==> src/rtl/fetch_controller_if.sv <==
// Fetch-stage bus: instruction-memory request/response, execute redirect and the
// decode-facing output register, bundled so the controller has one port.
interface fetch_controller_if;
    logic        imem_req_valid;
    logic        imem_req_ready;
    logic [31:0] imem_addr;
    logic        imem_rsp_valid;
    logic [31:0] imem_rsp_data;
    logic        redirect_valid;
    logic [31:0] redirect_pc;
    logic        if_valid;
    logic [31:0] if_instr;
    logic [31:0] if_pc;
    logic        id_ready;

    modport master (
        output imem_req_valid, imem_addr, if_valid, if_instr, if_pc,
        input  imem_req_ready, imem_rsp_valid, imem_rsp_data,
               redirect_valid, redirect_pc, id_ready
    );

    modport slave (
        input  imem_req_valid, imem_addr, if_valid, if_instr, if_pc,
        output imem_req_ready, imem_rsp_valid, imem_rsp_data,
               redirect_valid, redirect_pc, id_ready
    );
endinterface

==> src/rtl/fetch_controller.sv <==
// Instruction-fetch sequencer: owns the PC, keeps one memory request in flight,
// and hands fetched words to decode through a valid/ready output register.
module fetch_controller #(
    parameter logic [31:0] RESET_PC  = 32'h0000_0000,
    parameter logic [31:0] NOP_INSTR = 32'h0000_0013
) (
    input  logic               clk,
    input  logic               reset,
    fetch_controller_if.master bus
);
    typedef enum logic [1:0] {IDLE, FETCH, WAIT, DISCARD} state_e;

    state_e      state_q, state_d;
    logic [31:0] pc_q, pc_d;
    logic        if_valid_q, if_valid_d;
    logic [31:0] if_instr_q, if_instr_d;
    logic [31:0] if_pc_q, if_pc_d;
    logic        req_valid;
    logic [31:0] redirect_target;

    assign redirect_target = {bus.redirect_pc[31:2], 2'b00};

    always_comb begin
        // NOTE: every signal driven here gets a default first, so no path can leave one unassigned and infer a latch.
        state_d    = state_q;
        pc_d       = pc_q;
        if_valid_d = if_valid_q;
        if_instr_d = if_instr_q;
        if_pc_d    = if_pc_q;
        req_valid  = 1'b0;

        // Decode consumption; a refill or flush below overrides it.
        if (if_valid_q && bus.id_ready) begin
            if_valid_d = 1'b0;
        end

        case (state_q)
            IDLE: begin
                state_d = FETCH;
                if (bus.redirect_valid) begin
                    pc_d = redirect_target;
                end
            end
            FETCH: begin
                // Only issue when the output register is free by the time the response lands.
                req_valid = !bus.redirect_valid && (!if_valid_q || bus.id_ready);
                if (bus.redirect_valid) begin
                    pc_d       = redirect_target;
                    if_valid_d = 1'b0;
                end else if (req_valid && bus.imem_req_ready) begin
                    state_d = WAIT;
                end
            end
            WAIT: begin
                if (bus.redirect_valid) begin
                    pc_d       = redirect_target;
                    if_valid_d = 1'b0;
                    state_d    = bus.imem_rsp_valid ? FETCH : DISCARD;
                end else if (bus.imem_rsp_valid) begin
                    if_valid_d = 1'b1;
                    if_instr_d = bus.imem_rsp_data;
                    if_pc_d    = pc_q;
                    pc_d       = pc_q + 32'd4;
                    state_d    = FETCH;
                end
            end
            DISCARD: begin
                if (bus.redirect_valid) begin
                    pc_d       = redirect_target;
                    if_valid_d = 1'b0;
                end
                if (bus.imem_rsp_valid) begin
                    state_d = FETCH;
                end
            end
            default: state_d = IDLE;
        endcase
    end

    always_ff @(posedge clk or posedge reset) begin
        if (reset) begin
            state_q    <= IDLE;
            pc_q       <= RESET_PC;
            if_valid_q <= 1'b0;
            if_instr_q <= NOP_INSTR;
            if_pc_q    <= RESET_PC;
        end else begin
            // NOTE: non-blocking assignments so every register samples the pre-edge values computed above.
            state_q    <= state_d;
            pc_q       <= pc_d;
            if_valid_q <= if_valid_d;
            if_instr_q <= if_instr_d;
            if_pc_q    <= if_pc_d;
        end
    end

    assign bus.imem_req_valid = req_valid;
    assign bus.imem_addr      = pc_q;
    assign bus.if_valid       = if_valid_q;
    assign bus.if_instr       = if_instr_q;
    assign bus.if_pc          = if_pc_q;
endmodule

==> src/flat_wrapper.sv <==
// flat-port wrapper written by rule: the top's interface ports become plain ports
module fetch_controller_flat 
#(
    parameter logic [31:0] RESET_PC  = 32'h0000_0000,
    parameter logic [31:0] NOP_INSTR = 32'h0000_0013
)
  (clk, reset, bus_imem_req_valid, bus_imem_addr, bus_if_valid, bus_if_instr, bus_if_pc, bus_imem_req_ready, bus_imem_rsp_valid, bus_imem_rsp_data, bus_redirect_valid, bus_redirect_pc, bus_id_ready);
  fetch_controller_if bus_i ();
  input  logic clk;
  input  logic reset;
  output wire logic [$bits(bus_i.imem_req_valid)-1:0] bus_imem_req_valid;
  output wire logic [$bits(bus_i.imem_addr)-1:0] bus_imem_addr;
  output wire logic [$bits(bus_i.if_valid)-1:0] bus_if_valid;
  output wire logic [$bits(bus_i.if_instr)-1:0] bus_if_instr;
  output wire logic [$bits(bus_i.if_pc)-1:0] bus_if_pc;
  input wire logic [$bits(bus_i.imem_req_ready)-1:0] bus_imem_req_ready;
  input wire logic [$bits(bus_i.imem_rsp_valid)-1:0] bus_imem_rsp_valid;
  input wire logic [$bits(bus_i.imem_rsp_data)-1:0] bus_imem_rsp_data;
  input wire logic [$bits(bus_i.redirect_valid)-1:0] bus_redirect_valid;
  input wire logic [$bits(bus_i.redirect_pc)-1:0] bus_redirect_pc;
  input wire logic [$bits(bus_i.id_ready)-1:0] bus_id_ready;
  assign bus_imem_req_valid = bus_i.imem_req_valid;
  assign bus_imem_addr = bus_i.imem_addr;
  assign bus_if_valid = bus_i.if_valid;
  assign bus_if_instr = bus_i.if_instr;
  assign bus_if_pc = bus_i.if_pc;
  assign bus_i.imem_req_ready = bus_imem_req_ready;
  assign bus_i.imem_rsp_valid = bus_imem_rsp_valid;
  assign bus_i.imem_rsp_data = bus_imem_rsp_data;
  assign bus_i.redirect_valid = bus_redirect_valid;
  assign bus_i.redirect_pc = bus_redirect_pc;
  assign bus_i.id_ready = bus_id_ready;
  fetch_controller #(.RESET_PC(RESET_PC), .NOP_INSTR(NOP_INSTR)) u_core (.clk(clk), .reset(reset), .bus(bus_i));
endmodule
==> config.mk <==
export PLATFORM = sky130hd
export DESIGN_NAME = fetch_controller_flat
export DESIGN_NICKNAME = d
export VERILOG_FILES = /design/src/rtl/fetch_controller_if.sv /design/src/rtl/fetch_controller.sv /design/src/flat_wrapper.sv
export SDC_FILE = /design/constraint.sdc
export NUM_CORES = 1
export LEC_CHECK = 0
export CAP_MARGIN = 20
export CELL_PAD_IN_SITES_DETAIL_PLACEMENT = 1
export CELL_PAD_IN_SITES_GLOBAL_PLACEMENT = 2
export CORE_MARGIN = 2
export CORE_UTILIZATION = 25
export DETAILED_ROUTE_END_ITERATION = 6
export PLACE_DENSITY_LB_ADDON = 0.1
export RECOVER_POWER = 25
export REMOVE_ABC_BUFFERS = 1
export SLEW_MARGIN = 20
export SYNTH_ARGS = -nofsm -noshare
export SYNTH_HDL_FRONTEND = slang
export SYNTH_SLANG_ARGS = --single-unit
==> constraint.sdc <==
create_clock -name clk -period 3.7 [get_ports clk]
set_input_delay 0.74 -clock clk [delete_from_list [all_inputs] [get_ports clk]]
set_output_delay 0.74 -clock clk [all_outputs]
set_load 0.05 [all_outputs]
==> reports/results.tsv <==
stage	metric	value	unit
status	status	finished with violations	
status	failing checks	max-capacitance violations, max-slew violations	
min_path	Worst Hold Launch	u_core.bus.if_instr[1]$_DFFE_PP1P_	
timing	clk_skew	0.00773	ns
die	FP Rows	48	
timing	min Tclk post-route	2.76	ns
die	core area	17100	µm²
synth	asr flop ratio synth	1.00	
placed_design	pre-CTS setup slack	0.591	ns
cts	# clock sinks	95	
critical_path	FF-to-FF Start	u_core.bus.imem_addr[2]$_DFFE_PP0P_	
detailed_routing	drt first pass iters	4	
grt	wire length of the first global-routing pass	22500	µm
detailed_routing	via count	4061	
synth	top-count cell post-synth	nand2_1	
timing	Setup WS post-layout	0.945	ns
grt	Total GRT Usage	0.157	
cts	Clk pin slew, worst setup/hold paths	0.06	ns
critical_path	Worst Setup End Kind	flop	
critical_path	R2R Setup Slk	1.31	ns
die	Die ar.	18400	µm²
synth	Commonest cells post-synth	nand2_1, dfrtp_1, clkbuf_1, nor2_1, o21ai_0	
timing	Tcrit/Tclk final	0.745	
job	max cap viols	1	
grt	largest net degree at the start of global routing	55	
critical_path	Crit path top cell by count	or4_1	
synth	Synth top area share	0.531	
detailed_routing	post-route ant nets	0	
placed_design	hpwl dp	9910	µm
critical_path	CP arrival	3.02	ns
final_layout	antenna cell count	0	
critical_path	critical path type	input pin to flop	
final_layout	fin area	6540	µm²
final_layout	area added between synthesis and finish	50.9	%
timing	Worst-Margin Slew	2.03	ns
timing	RSZ-0062 raised after global routing	false	
synth	Syn. warnings	0	
detailed_routing	DR DRC count	0	
timing	setup TNS	0	ns
final_layout	Final nets	718	
detailed_routing	number of DRC markers in iteration 0	91	
critical_path	CP max-delay cell	or4_1	
power	PD cells	625	nW/µm²
min_path	hold worst-path end	u_core.bus.if_instr[1]$_DFFE_PP1P_	
placed_design	port bufs	161	
cts	Num CTS Buffers	9	
cts	Clock Path Buffers	2	
timing	Max Fclk	363	MHz
synth	register area share after synthesis	0.549	
synth	ys flop type	dfrtp_1	
placed_design	placed instance area	6200	µm²
power	Tot Pwr	4.09	mW
min_path	Hold WC Path Type	flop to flop	
synth	number of synthesized flops with an enable pin	0	
detailed_routing	final WL	14100	µm
synth	Avg Inst Size Synth	8.75	µm²
cts	Root Buffer	clkbuf_16	
placed_design	Inst Count DP	861	
critical_path	crit path cell chain	clkdlybuf4s50_1 > nand3b_4 > or4_1 > or4_1 > a31oi_1	
timing	Hold Violations, Final	0	
synth	Synth area leaders	dfrtp_1, nand2_1, or4_1	
timing	setup violators final	0	
critical_path	Worst setup SP type	input pin	
cts	post-CTS resize count	0	
power	maximum VDD drop	0.221	mV
critical_path	crit-path max cell delay	0.74	ns
timing	Max-slew headroom	-0.362	
grt	vias in the first global route	4284	
final_layout	share of cells above drive strength 1	0.0476	
synth	synth unique cells	46	
die	boundary pin count	168	
die	die width	136	µm
timing	Pins Over Slew Limit	42	
synth	Synth area leader	dfrtp_1	
die	Initial Utilization	0.253	
cts	CTS Hold Buffers Added	0	
cts	setup bufs post-CTS	0	
synth	Mapped Cells	496	
critical_path	Worst R2R End	u_core.bus.imem_addr[22]$_DFFE_PP0P_	
synth	Yosys reg bits	95	
detailed_routing	drt wl/cell	16.1	µm
final_layout	Final Non-Filler Cells	876	
synth	Post-Syn Area	4340	µm²
min_path	WHS Path Cells	2	
grt	GRT overflow	0	
placed_design	Placer Congestion	0.733	
final_layout	filler cell count	1950	
die	Chip Height	136	µm
grt	initial antenna violation count	0	
detailed_routing	drt via density	4.64	
cts	htree depth	3	
power	cell leakage power	2.86	nW
cts	CTS tree	done	
cts	Clk Latency, worst-skew pair	0.34	ns
critical_path	required time of the critical path	3.96	ns
critical_path	Reg2Reg Depth	5	
critical_path	Max FO, Critical Path	10	
final_layout	fin util	0.382	
timing	Hold WS	0.461	ns
report_power, final:
| group | internal (mW) | switching, mW | leakage (nW) |
|---|---|---|---|
| Clock | 0.695 | 0.399 | 0.169 |
| Sequential | 1.26 | 0.152 | 1.19 |
| Combinational | 0.526 | 1.06 | 1.50 |
kinds of logic (layout without fill, tap and decap cells):
logic type               Yosys count  in the layout  share of synthesized area
multiplexers                       3              3                    0.00692
XOR/XNOR                           6              6                     0.0121
flip-flops                        95             95                      0.549
adder cells (fa/ha/maj)            1              1                    0.00288
buffers and inverters             43            195                     0.0410
other                              1              4                   0.000864
AO/OA/AOI/OAI                     59             59                     0.0917
AND/OR/NAND/NOR                  288            288                      0.296
placed cells by master (no fill, tap or decap), types with 6 or more instances in the layout:
master | netlist | routed
clkdlybuf4s50_1 | 0 | 159
nand3_1 | 14 | 14
a31oi_1 | 10 | 10
or4_1 | 15 | 15
inv_1 | 11 | 11
nor2_1 | 18 | 18
o21ai_0 | 17 | 17
dfrtp_1 | 92 | 92
nand4_1 | 8 | 8
clkbuf_16 | 0 | 9
nor3_1 | 6 | 6
o31ai_1 | 12 | 12
nand2_1 | 203 | 202
layout make-up:
type                            instances  area, µm²  share of cell area
Clock inverter                          3       90.1              0.0138
Inverter                               12       46.3             0.00707
Sequential cell                        95       2380               0.364
Multi-Input combinational cell        361       1790               0.274
Timing Repair Buffer                  168       1700               0.259
Tap cell                              225        282              0.0430
Clock buffer                           12        256              0.0392
worst max-delay path by stage:
stage / startpoint / endpoint / cells past startpoint
final: bus_imem_rsp_valid / u_core.bus.imem_addr[21]$_DFFE_PP0P_ / 5
after global routing: bus_redirect_valid / u_core.bus.imem_addr[23]$_DFFE_PP0P_ / 6
after CTS: bus_imem_rsp_valid / u_core.bus.imem_addr[21]$_DFFE_PP0P_ / 5
after detailed placement: bus_imem_rsp_valid / u_core.bus.imem_addr[21]$_DFFE_PP0P_ / 5
after global placement: bus_imem_rsp_valid / u_core.bus.imem_addr[21]$_DFFE_PP0P_ / 5
after floorplan: reset / u_core.bus.if_instr[10]$_DFFE_PP0P_ / 1
critical path: cells and delay by family:
family / cells / cell delay, ns
AND/OR/NAND/NOR: 3 / 1.47
buffers and inverters: 1 / 0.64
AO/OA/AOI/OAI: 1 / 0.17
state kept, by name, indices dropped and copies added, names as in the netlist:
name and cells:
u_core.bus.if_instr 32, u_core.bus.if_pc 30, u_core.bus.imem_addr 30, u_core.state_q 2, u_core.bus.if_valid 1
routing by layer:
metal	track usage	vias up	share of wire
met3	0.0266	14	0.050
met4	0.0503	0	0.015
met5	0	-	0
li1	-	1968	-
met1	0.204	1976	0.46
met2	0.265	103	0.48
No activity file was read; power rests on OpenSTA's default activity.
